`config.mk`:
```
export PLATFORM = sky130hd
export DESIGN_NAME = adc_lane_tx
export DESIGN_NICKNAME = d
export VERILOG_FILES = /design/src/rtl/adc_lane_pkg.sv /design/src/rtl/adc_lane_tx_swizzle.sv /design/src/rtl/adc_lane_tx.sv
export SDC_FILE = /design/constraint.sdc
export NUM_CORES = 1
export LEC_CHECK = 0
export ABC_AREA = 1
export CELL_PAD_IN_SITES_DETAIL_PLACEMENT = 0
export CELL_PAD_IN_SITES_GLOBAL_PLACEMENT = 1
export CORE_MARGIN = 3
export CORE_UTILIZATION = 27
export CTS_CLUSTER_SIZE = 25
export DETAILED_ROUTE_END_ITERATION = 12
export PLACE_DENSITY_LB_ADDON = 0.15
export SYNTH_ARGS = -nofsm -noshare
export SYNTH_HDL_FRONTEND = slang
export SYNTH_SLANG_ARGS = --single-unit
```
`constraint.sdc`:
```
create_clock -name clk -period 2.3 [get_ports clk]
set_input_delay 0.46 -clock clk [delete_from_list [all_inputs] [get_ports clk]]
set_output_delay 0.46 -clock clk [all_outputs]
set_load 0.02 [all_outputs]
```
`src/rtl/adc_lane_pkg.sv`:
```
// adc_lane_pkg: constants shared by the lane transmitter and the receive path.
// Holds the board swizzle maps, training words, PRBS seed and FSM states.
package adc_lane_pkg;

  typedef enum logic [1:0] {
    ST_IDLE  = 2'd0,
    ST_TRAIN = 2'd1,
    ST_RUN   = 2'd2
  } lane_state_e;

  localparam logic [7:0] TRAIN_W0  = 8'h55;
  localparam logic [7:0] TRAIN_W1  = 8'hAA;
  localparam logic [6:0] PRBS_SEED = 7'h7F;

  // LANE_MAP[grp][is_q][w]: wire bit w carries logical bit LANE_MAP[..][w].
  // Channel group is channel % 4. The receive side inverts the same table.
  localparam logic [2:0] LANE_MAP [4][2][8] = '{
    '{ '{3'd0, 3'd1, 3'd2, 3'd3, 3'd4, 3'd5, 3'd6, 3'd7},
       '{3'd0, 3'd1, 3'd2, 3'd3, 3'd4, 3'd5, 3'd6, 3'd7} },
    '{ '{3'd7, 3'd1, 3'd3, 3'd2, 3'd6, 3'd5, 3'd4, 3'd0},
       '{3'd0, 3'd2, 3'd1, 3'd3, 3'd4, 3'd6, 3'd5, 3'd7} },
    '{ '{3'd6, 3'd5, 3'd1, 3'd2, 3'd4, 3'd7, 3'd0, 3'd3},
       '{3'd3, 3'd2, 3'd1, 3'd0, 3'd6, 3'd7, 3'd4, 3'd5} },
    '{ '{3'd0, 3'd3, 3'd1, 3'd2, 3'd6, 3'd7, 3'd4, 3'd5},
       '{3'd5, 3'd6, 3'd2, 3'd4, 3'd3, 3'd1, 3'd7, 3'd0} }
  };

endpackage

```
`src/rtl/adc_lane_tx_swizzle.sv`:
```
// adc_lane_swizzle: combinational board bit swizzle for one lane byte.
// GRP selects the channel group (channel % 4), IS_Q selects the Q table.
module adc_lane_swizzle
  import adc_lane_pkg::*;
#(
  parameter int GRP  = 0,
  parameter bit IS_Q = 1'b0
) (
  input  logic [7:0] i_byte,
  output logic [7:0] o_wire
);

  for (genvar w = 0; w < 8; w++) begin : g_bit
    assign o_wire[w] = i_byte[LANE_MAP[GRP][IS_Q][w]];
  end

endmodule

```
`src/rtl/adc_lane_tx.sv`:
```
// adc_lane_tx: 8-channel I/Q lane transmitter with IDLE/TRAIN/RUN sequencing.
// Optional PRBS7 source enabled by defining ADC_LANE_TX_PRBS_EN; without it
// src_sel is ignored and the sample stream is always used.
// Lane bytes are registered in logical order and swizzled on the way out.
module adc_lane_tx
  import adc_lane_pkg::*;
#(
  parameter int         TRAIN_LEN = 64,
  parameter logic [7:0] IDLE_WORD = 8'h00
) (
  input  logic            clk,
  input  logic            rst_n,
  input  logic            enable,
  input  logic            src_sel,
  input  logic            s_valid,
  output logic            s_ready,
  input  logic [7:0][7:0] s_data_i,
  input  logic [7:0][7:0] s_data_q,
  output logic [7:0][7:0] tx_i_p,
  output logic [7:0][7:0] tx_i_n,
  output logic [7:0][7:0] tx_q_p,
  output logic [7:0][7:0] tx_q_n,
  output logic            tx_train,
  output logic [15:0]     underrun_cnt
);

  localparam logic [9:0] TRAIN_LAST = 10'(TRAIN_LEN - 1);

  lane_state_e     r_state, w_nstate;
  logic [9:0]      r_cnt, w_ncnt;
  logic            r_rst_ok;
  logic [7:0][7:0] r_lane_i, r_lane_q, w_nxt_i, w_nxt_q;
  logic [7:0][7:0] w_wire_i, w_wire_q;
  logic            w_src_prbs, w_accept, w_underrun;
  logic [7:0]      w_prbs_word;

`ifdef ADC_LANE_TX_PRBS_EN
  logic [6:0] r_prbs, w_prbs_nxt;

  assign w_src_prbs = src_sel;

  // Advance the x^7+x^6+1 LFSR eight steps; first generated bit lands in bit 7.
  always_comb begin
    logic [6:0] v_s;
    v_s         = r_prbs;
    w_prbs_word = '0;
    for (int j = 0; j < 8; j++) begin
      v_s            = {v_s[5:0], v_s[6] ^ v_s[5]};
      w_prbs_word[7-j] = v_s[0];
    end
    w_prbs_nxt = v_s;
  end

  // LFSR runs only while PRBS words are emitted; otherwise it sits at the seed.
  always_ff @(posedge clk or negedge rst_n) begin
    if (!rst_n)                                 r_prbs <= PRBS_SEED;
    else if (r_state == ST_RUN && w_src_prbs)   r_prbs <= w_prbs_nxt;
    else                                        r_prbs <= PRBS_SEED;
  end
`else
  logic w_unused_src_sel;
  assign w_unused_src_sel = src_sel;
  assign w_src_prbs       = 1'b0;
  assign w_prbs_word      = '0;
`endif

  assign s_ready    = (r_state == ST_RUN) & ~w_src_prbs;
  assign w_accept   = s_valid & s_ready;
  assign w_underrun = (r_state == ST_RUN) & ~w_src_prbs & ~s_valid;

  // Next state and training word counter (counter is zero on TRAIN entry).
  always_comb begin
    w_nstate = r_state;
    w_ncnt   = '0;
    if (!enable) begin
      w_nstate = ST_IDLE;
    end else begin
      case (r_state)
        ST_IDLE:  if (r_rst_ok) w_nstate = ST_TRAIN;
        ST_TRAIN: begin
          w_ncnt = r_cnt + 10'd1;
          if (r_cnt == TRAIN_LAST) w_nstate = ST_RUN;
        end
        ST_RUN:   w_nstate = ST_RUN;
        default:  w_nstate = ST_IDLE;
      endcase
    end
  end

  // Logical lane bytes for the next cycle; data only follows an accept.
  always_comb begin
    w_nxt_i = {8{IDLE_WORD}};
    w_nxt_q = {8{IDLE_WORD}};
    if (w_nstate == ST_TRAIN) begin
      w_nxt_i = {8{w_ncnt[0] ? TRAIN_W1 : TRAIN_W0}};
      w_nxt_q = {8{w_ncnt[0] ? TRAIN_W1 : TRAIN_W0}};
    end else if (w_nstate == ST_RUN && r_state == ST_RUN) begin
      if (w_src_prbs) begin
        w_nxt_i = {8{w_prbs_word}};
        w_nxt_q = {8{~w_prbs_word}};
      end else if (w_accept) begin
        w_nxt_i = s_data_i;
        w_nxt_q = s_data_q;
      end
    end
  end

  // State, lane register, training flag and saturating underrun counter.
  always_ff @(posedge clk or negedge rst_n) begin
    if (!rst_n) begin
      r_state      <= ST_IDLE;
      r_cnt        <= '0;
      r_rst_ok     <= 1'b0;
      r_lane_i     <= {8{IDLE_WORD}};
      r_lane_q     <= {8{IDLE_WORD}};
      tx_train     <= 1'b0;
      underrun_cnt <= '0;
    end else begin
      r_rst_ok <= 1'b1;
      r_state  <= w_nstate;
      r_cnt    <= w_ncnt;
      r_lane_i <= w_nxt_i;
      r_lane_q <= w_nxt_q;
      tx_train <= (w_nstate == ST_TRAIN);
      if (w_underrun && underrun_cnt != 16'hFFFF)
        underrun_cnt <= underrun_cnt + 16'd1;
    end
  end

  for (genvar k = 0; k < 8; k++) begin : g_ch
    adc_lane_swizzle #(.GRP(k % 4), .IS_Q(1'b0)) u_swz_i (
      .i_byte (r_lane_i[k]),
      .o_wire (w_wire_i[k])
    );
    adc_lane_swizzle #(.GRP(k % 4), .IS_Q(1'b1)) u_swz_q (
      .i_byte (r_lane_q[k]),
      .o_wire (w_wire_q[k])
    );
    assign tx_i_p[k] = w_wire_i[k];
    assign tx_i_n[k] = ~w_wire_i[k];
    assign tx_q_p[k] = w_wire_q[k];
    assign tx_q_n[k] = ~w_wire_q[k];
  end

endmodule

```
==> run metrics, run 1 <==
YS warnings 0; TritonCTS Buffers 17; total setup violations reported at the end of the flow 0; Avg Cell Area, Syn 8.52 um^2; wire per inst 16.4 um; fraction of layout cells with a size suffix above 1 5.44%; top cells by area, synth dfrtp_1 (61%), nand2_1 (20%), inv_1 (8.5%); CP Launch Type flop; total routing resource utilization after global routing 18.8%; Final min period 2.12 ns; Peak VDD IR 0.405 mV; Synth top area share 60.6%; commonest cells in the netlist nand2_1 (344), dfrtp_1 (158), inv_1 (148), nor2_1 (25), buf_4 (24); number of placed I/O pins 407; Crit Path Class reg2out; Via-to-Cell Ratio 3.98; hold path startpoint r_cnt[3]; final net count 1317; number of flops mapped to enable cells by yosys 0; clock skew after layout 0.0141 ns; setup total negative slack 0 ns; H-tree Lvls 4; worst setup path startpoint r_state[0]; Syn Std Cell Area 6530 um^2; quantity of I/O buffers inserted on ports 405; worst path setup slack after routing 0.177 ns; endpoint kind of the worst setup timing path output pin; pin slew with the least headroom to its limit 0.534 ns; DRC violations left 0; power density normalized to cell area 606 nW/um^2; Post-synth ARST share 100%; post-synth net total 901; Max Slew Vio Count 0; highest clock frequency the design can meet 471 MHz; sequential element share of the synthesized area 60.6%; post-CTS setup buffer count 0; largest net degree at the start of global routing 51; Worst R2R Start r_cnt[0]; DIE HEIGHT 161 um; prevailing post-synth register cell dfrtp_1; Final Wtd Congestion 0.787; data required time of the critical path 1.84 ns; initial core utilization 27.6%; post-detailed-routing wire length 24800 um; count leader, synth nand2_1; total die area 26100 um^2; Clock power frac 39.9%; Area Growth Syn to Fin 77.9%; DP HPWL 19300 um; largest buffer count on any clock path 2; number of clock sinks 158; minimum setup slack after placement 0.257 ns; sequential share of power 42.4%; combinational power share 17.7%; die outline width 161 um; Synth Register Bits 158; number of hold-repair buffers added at the cts stage 1; worst relative slew slack 64.4%; setup repair after global routing missed its margin no; fill count 2323; global-route wire length before repair 37100 um; max-capacitance violation count 0; result of the run completed; CTS tree done; clock latency at the later pin of the worst-skew pair 0.42 ns; number of detailed-route iterations in the first pass 4; type of the worst min-delay path reg2reg; number of vias in the routed layout 6036; number of standard-cell rows in the floorplan 56; static power due to leakage 5.58 nW; count of cell types in the netlist 27; clock transition at the registers of the reported paths 0.06 ns; vias in the first global route 6072; # resized after CTS 0; starting DRC count in detailed routing 280; final critical-path share of the clock period 92.3%; count of antenna-violating nets left after detailed routing 0; library cell occupying the most area in the post-synthesis netlist dfrtp_1; switching fraction of total power 26.5%; area of the core region 23600 um^2; NetSw 1.86 mW; Synth Instances 766; largest driver fanout on the critical path 4; arrival time of the worst setup path 1.66 ns; Cell Int Power 5.17 mW; root buf cell clkbuf_16; Final Hold Fails 0; Remaining Overflow, GRT 0; antenna violations before repair 4
metrics by stage:
step / instances / utilization, % / instance area (um^2) / hold WS (ns) / total power [mW]
final: 1515 / 49.2 / 11600 / 0.486 / 7.03
after global routing: 1515 / 49.2 / 11600 / 0.512 / 7.32
after floorplan: 766 / - / 6530 / 0.164 / 3.44
after detailed placement: 1481 / 46.7 / 11000 / 0.463 / 4.29
after CTS: 1513 / 49.2 / 11600 / 0.491 / 7.14
after global placement: 1481 / 46.7 / 11000 / 0.458 / 4.29
sequential cells by signal, summed over array words and instances, names as in the netlist:
register      flops
r_cnt            10
r_lane_i         64
r_lane_q         64
r_rst_ok          1
r_state           2
tx_train          1
underrun_cnt     16
worst paths after layout:
kind                                 to  slack, ns  cells past startpoint
setup / recovery                s_ready       0.18                      4
hold / removal                 r_cnt[3]       0.49                      1
setup reg to reg           r_lane_q[30]       0.43                      7
hold reg to reg                r_cnt[3]       0.49                      1
max in group asynchronous  r_lane_i[11]       1.01                      3
min in group asynchronous  r_lane_q[30]       0.55                      2
placed cells by master (no fill, tap or decap):
cell type / n
nand3_4: 1
nor2_1: 24
nand2_2: 2
a21oi_2: 1
buf_4: 11
nor3b_1: 1
dlygate4sd3_1: 1
o21ai_4: 1
xnor2_1: 5
inv_1: 148
nor2_4: 3
bufinv_16: 2
inv_4: 1
diode_2: 2
nor3_1: 5
clkinv_2: 2
clkbuf_8: 1
o21ai_0: 10
xor2_1: 2
nand3_1: 11
nand3_2: 2
clkbuf_16: 17
clkinv_1: 1
inv_2: 3
nor3_2: 1
buf_12: 8
ha_1: 2
buf_6: 1
inv_6: 3
dfrtp_1: 158
clkinvlp_4: 3
clkinv_4: 2
conb_1: 1
a21oi_1: 6
nand2_1: 344
clkbuf_1: 1
nand4_1: 5
clkdlybuf4s50_1: 404
worst max-delay path, cell delays in order, from the launching register on:
cell and delay, ns:
dfrtp_1 0.40, inv_2 0.11, nand2_1 0.08, inv_2 0.06, clkdlybuf4s50_1 0.59
kinds of logic after synthesis:
family	synth area share [%]
fa+ha+maj	0.383
other cells	0.0575
simple gates	24.3
buf+inv	12.1
xor+xnor	0.940
flops	60.6
compound gates	1.61
per-layer routing:
metal	share of wire [%]	vias to the layer above	GRT usage (%)
li1	-	3029	-
met2	51	227	32.8
met3	7.8	28	6.21
met1	39	2748	22.0
met5	0.089	-	0
met4	1.8	4	5.55
final cells by class:
class / count / area [um^2] / share of cell area [%]
timing repair buffer: 425 / 4310 / 37.1
sequential: 158 / 3950 / 34.1
multi-input combinational: 427 / 1790 / 15.4
inverter: 153 / 577 / 4.97
clock buffer: 19 / 443 / 3.81
tap: 319 / 399 / 3.44
clock inverter: 12 / 136 / 1.17
antenna: 2 / 5.00 / 0.0431
power groups by stage:
stage,sequential (mW),clock (mW),combinational [mW]
finish,2.98,2.81,1.24
global route,3.00,3.00,1.32
CTS,2.98,2.89,1.26
detailed placement,3.04,0,1.26
global placement,3.04,0,1.25
floorplan,3.16,0,0.284
No activity file was read; power rests on OpenSTA's default activity.
==> run 2, diff against run 1 <==
CORE_UTILIZATION = 29   (was 27)
SYNTH_HIERARCHICAL = 1   (was unset)
==> run metrics, run 2 <==
wire per inst 16.2 um (-1.1%); max-capacitance violation count 0 (unchanged); Final min period 2.08 ns (-0.0405 ns); number of flops mapped to enable cells by yosys 0 (unchanged); endpoint kind of the worst setup timing path output pin; setup repair after global routing missed its margin no; mux share of post-synthesis cell area 0% (unchanged); root buf cell clkbuf_16; final critical-path share of the clock period 90.6% (-1.8 points); most frequent cells in the layout clkdlybuf4s50_1 (404), nand2_1 (331), dfrtp_1 (158), inv_1 (149), nor2_1 (25); worst setup path startpoint r_state[0]; largest driver fanout on the critical path 3 (-1); sequential element share of the synthesized area 52.9% (-7.7 points); Avg Cell Area, Syn 8.38 um^2 (-1.6%); quantity of I/O buffers inserted on ports 405 (unchanged); area of the core region 25300 um^2 (+7.0%); global-route wire length before repair 37700 um (+1.7%); # resized after CTS 0 (unchanged); library cell occupying the most area in the post-synthesis netlist dfrtp_1; NetSw 2.05 mW (+10%); DIE HEIGHT 167 um (+3.2%); Worst Hold Endpoint r_cnt[3]; Worst R2R Path Depth 9 (+2); result of the run completed; antenna violations before repair 5 (+1); Via-to-Cell Ratio 3.99 (about the same); Cell Int Power 5.17 mW (about the same); DP HPWL 19200 um (-0.41%); static power due to leakage 5.58 nW (about the same); setup slack of the most critical reg-to-reg path 0.42 ns (about the same); delay-heaviest family, CP buffers and inverters; critical path, cell by cell nor2_2 > clkdlybuf4s50_1; type of the worst min-delay path reg2reg; YS warnings 6 (+6); cell depth of the worst hold path 1 (unchanged); hold path startpoint r_cnt[3]; combinational power share 18.2% (+0.5 points); top cells by area, synth dfrtp_1 (53%), nand2_1 (17%), buf_4 (14%); total routing resource utilization after global routing 17.8% (-0.98 points); clock latency at the later pin of the worst-skew pair 0.43 ns (about the same); Remaining Overflow, GRT 0 (unchanged); count of antenna-violating nets left after detailed routing 0 (unchanged); count of cell types in the netlist 24 (-11%); commonest cells in the netlist nand2_1 (331), dfrtp_1 (158), inv_1 (149), buf_4 (137), nor2_1 (26); Synth Instances 892 (+16%); total setup violations reported at the end of the flow 0 (unchanged); vias in the first global route 6125 (+0.87%); main combinational cell family by area after synthesis buffers and inverters; most frequent standard cell in the layout excluding fill and tap cells clkdlybuf4s50_1; Peak VDD IR 0.359 mV (-11%); Synth Area in Compound Gates 1.69% (+0.079 points); count leader, synth nand2_1; setup total negative slack 0 ns (unchanged); CTS tree done; DRC violations left 0 (unchanged); worst slack on hold paths 0.493 ns (+0.00712 ns); flip-flop and latch area 3950 um^2 (unchanged); Post-synth ARST share 100% (unchanged); final net count 1311 (-0.46%); largest buffer count on any clock path 2 (unchanged); Syn Std Cell Area 7480 um^2 (+15%); Worst R2R Start r_cnt[0]; arrival time of the worst setup path 1.62 ns (-0.04 ns); highest clock frequency the design can meet 480 MHz (+1.9%); clock skew after layout 0.0166 ns (+0.00253 ns); fill count 2439 (+5.0%); number of clock sinks 158 (unchanged); initial core utilization 29.6% (+2.0 points); prevailing post-synth register cell dfrtp_1; Synth Register Bits 158 (unchanged); data required time of the critical path 1.84 ns (about the same); Synth top area share 52.9% (-7.7 points); clock transition at the registers of the reported paths 0.06 ns (about the same); total die area 27700 um^2 (+6.4%); switching fraction of total power 28.4% (+1.9 points); Simple-Gate Fraction of Synth Area 21.0% (-3.3 points); number of vias in the routed layout 6073 (+0.61%); Final Hold Fails 0 (unchanged); number of placed I/O pins 407 (unchanged); Area Growth Syn to Fin 55.5%; number of standard-cell rows in the floorplan 58 (+3.6%); combined buffer and inverter count along the critical path 1 (-2); H-tree Lvls 4 (unchanged); die outline width 167 um (+3.2%); post-detailed-routing wire length 24700 um (-0.54%); Crit Path Class reg2out; terminus of the critical flop-to-flop path r_lane_i[24]; area taken by multi-input logic gates 1800 um^2 (+0.63%); starting DRC count in detailed routing 299 (+6.8%); TritonCTS Buffers 17 (unchanged); adder and majority gate portion of the synthesized area 0.335% (-0.049 points); largest net degree at the start of global routing 76 (+49%); power density normalized to cell area 621 nW/um^2 (+2.5%); CP Launch Type flop; post-synthesis xor/xnor area fraction 0.820% (-0.12 points); largest stage delay on the critical path 0.66 ns (+0.07 ns); slowest cell on the critical path clkdlybuf4s50_1; Final Wtd Congestion 0.836 (+6.3%); fraction of layout cells with a size suffix above 1 5.97% (+0.53 points); sequential share of power 41.5% (-0.9 points); top flop regs r_lane_i (64), r_lane_q (64), underrun_cnt (16); Max Slew Vio Count 0 (unchanged); Clock power frac 40.2% (+0.3 points); post-synth net total 1027 (+14%); number of detailed-route iterations in the first pass 4 (unchanged)
==> run 2: area by class of cell <==
type                    instances  share of cell area [%]
clock inverters                14                    1.49
diodes                          4                  0.0861
repair buffers                422                    36.8
inverters                     150                    4.84
multi-input cells             427                    15.5
flip-flops and latches        158                    34.0
clock buffers                  18                    3.78
well taps                     330                    3.55
==> run 2: layer usage <==
layer | part of all wire [%] | wire length [um] | up-vias | global-route usage (%)
li1 | - | - | 3023 | -
met1 | 40 | 9770 | 2784 | 20.5
met2 | 52 | 12900 | 236 | 31.7
met3 | 6.1 | 1500 | 28 | 4.77
met4 | 2.1 | 516 | 2 | 6.78
met5 | 0.053 | 13 | - | 0
==> run 2: cell families after synthesis <==
family                     count (synthesis)
other                                      1
and+or+nand+nor                          394
AOI/OAI and AO/OA                         23
buffers and inverters                    307
xor gates and xnor gates                   7
DFF                                      158
adders and majority gates                  2
==> run 2: what timing repair did <==
| action | CTS | global route |
|---|---|---|
| hold buffers | 1 | 0 |
| buffers inserted | 0 | 0 |
| hold endpoints to repair | 34 | 0 |
==> run 2: power groups by stage <==
stage | Combinational, mW | Sequential [mW] | Clock (mW)
after floorplan | 0.693 | 2.99 | 0
after global placement | 1.33 | 3.05 | 0
after detailed placement | 1.33 | 3.06 | 0
after CTS | 1.34 | 3.00 | 2.99
after global routing | 1.40 | 3.02 | 3.12
final | 1.32 | 3.00 | 2.90
==> run 2: through the flow <==
step	worst slack (ns)	cell area, um^2	instances	power (mW)	utilization (%)
after global routing	0.0992	11600	1523	7.54	46.0
after floorplan	0.644	7480	892	3.68	-
after CTS	0.179	11600	1519	7.33	46.0
final	0.217	11600	1523	7.21	46.0
after detailed placement	0.296	11000	1486	4.39	43.5
after global placement	0.312	11000	1486	4.39	43.5
==> run 2: worst max path at each step <==
stage	slack [ns]	cells after the start	end
floorplan	0.64	9	underrun_cnt[5]
global placement	0.31	6	r_lane_q[0]
detailed placement	0.30	6	r_lane_i[4]
CTS	0.18	2	s_ready
global route	0.1	3	s_ready
finish	0.22	2	s_ready
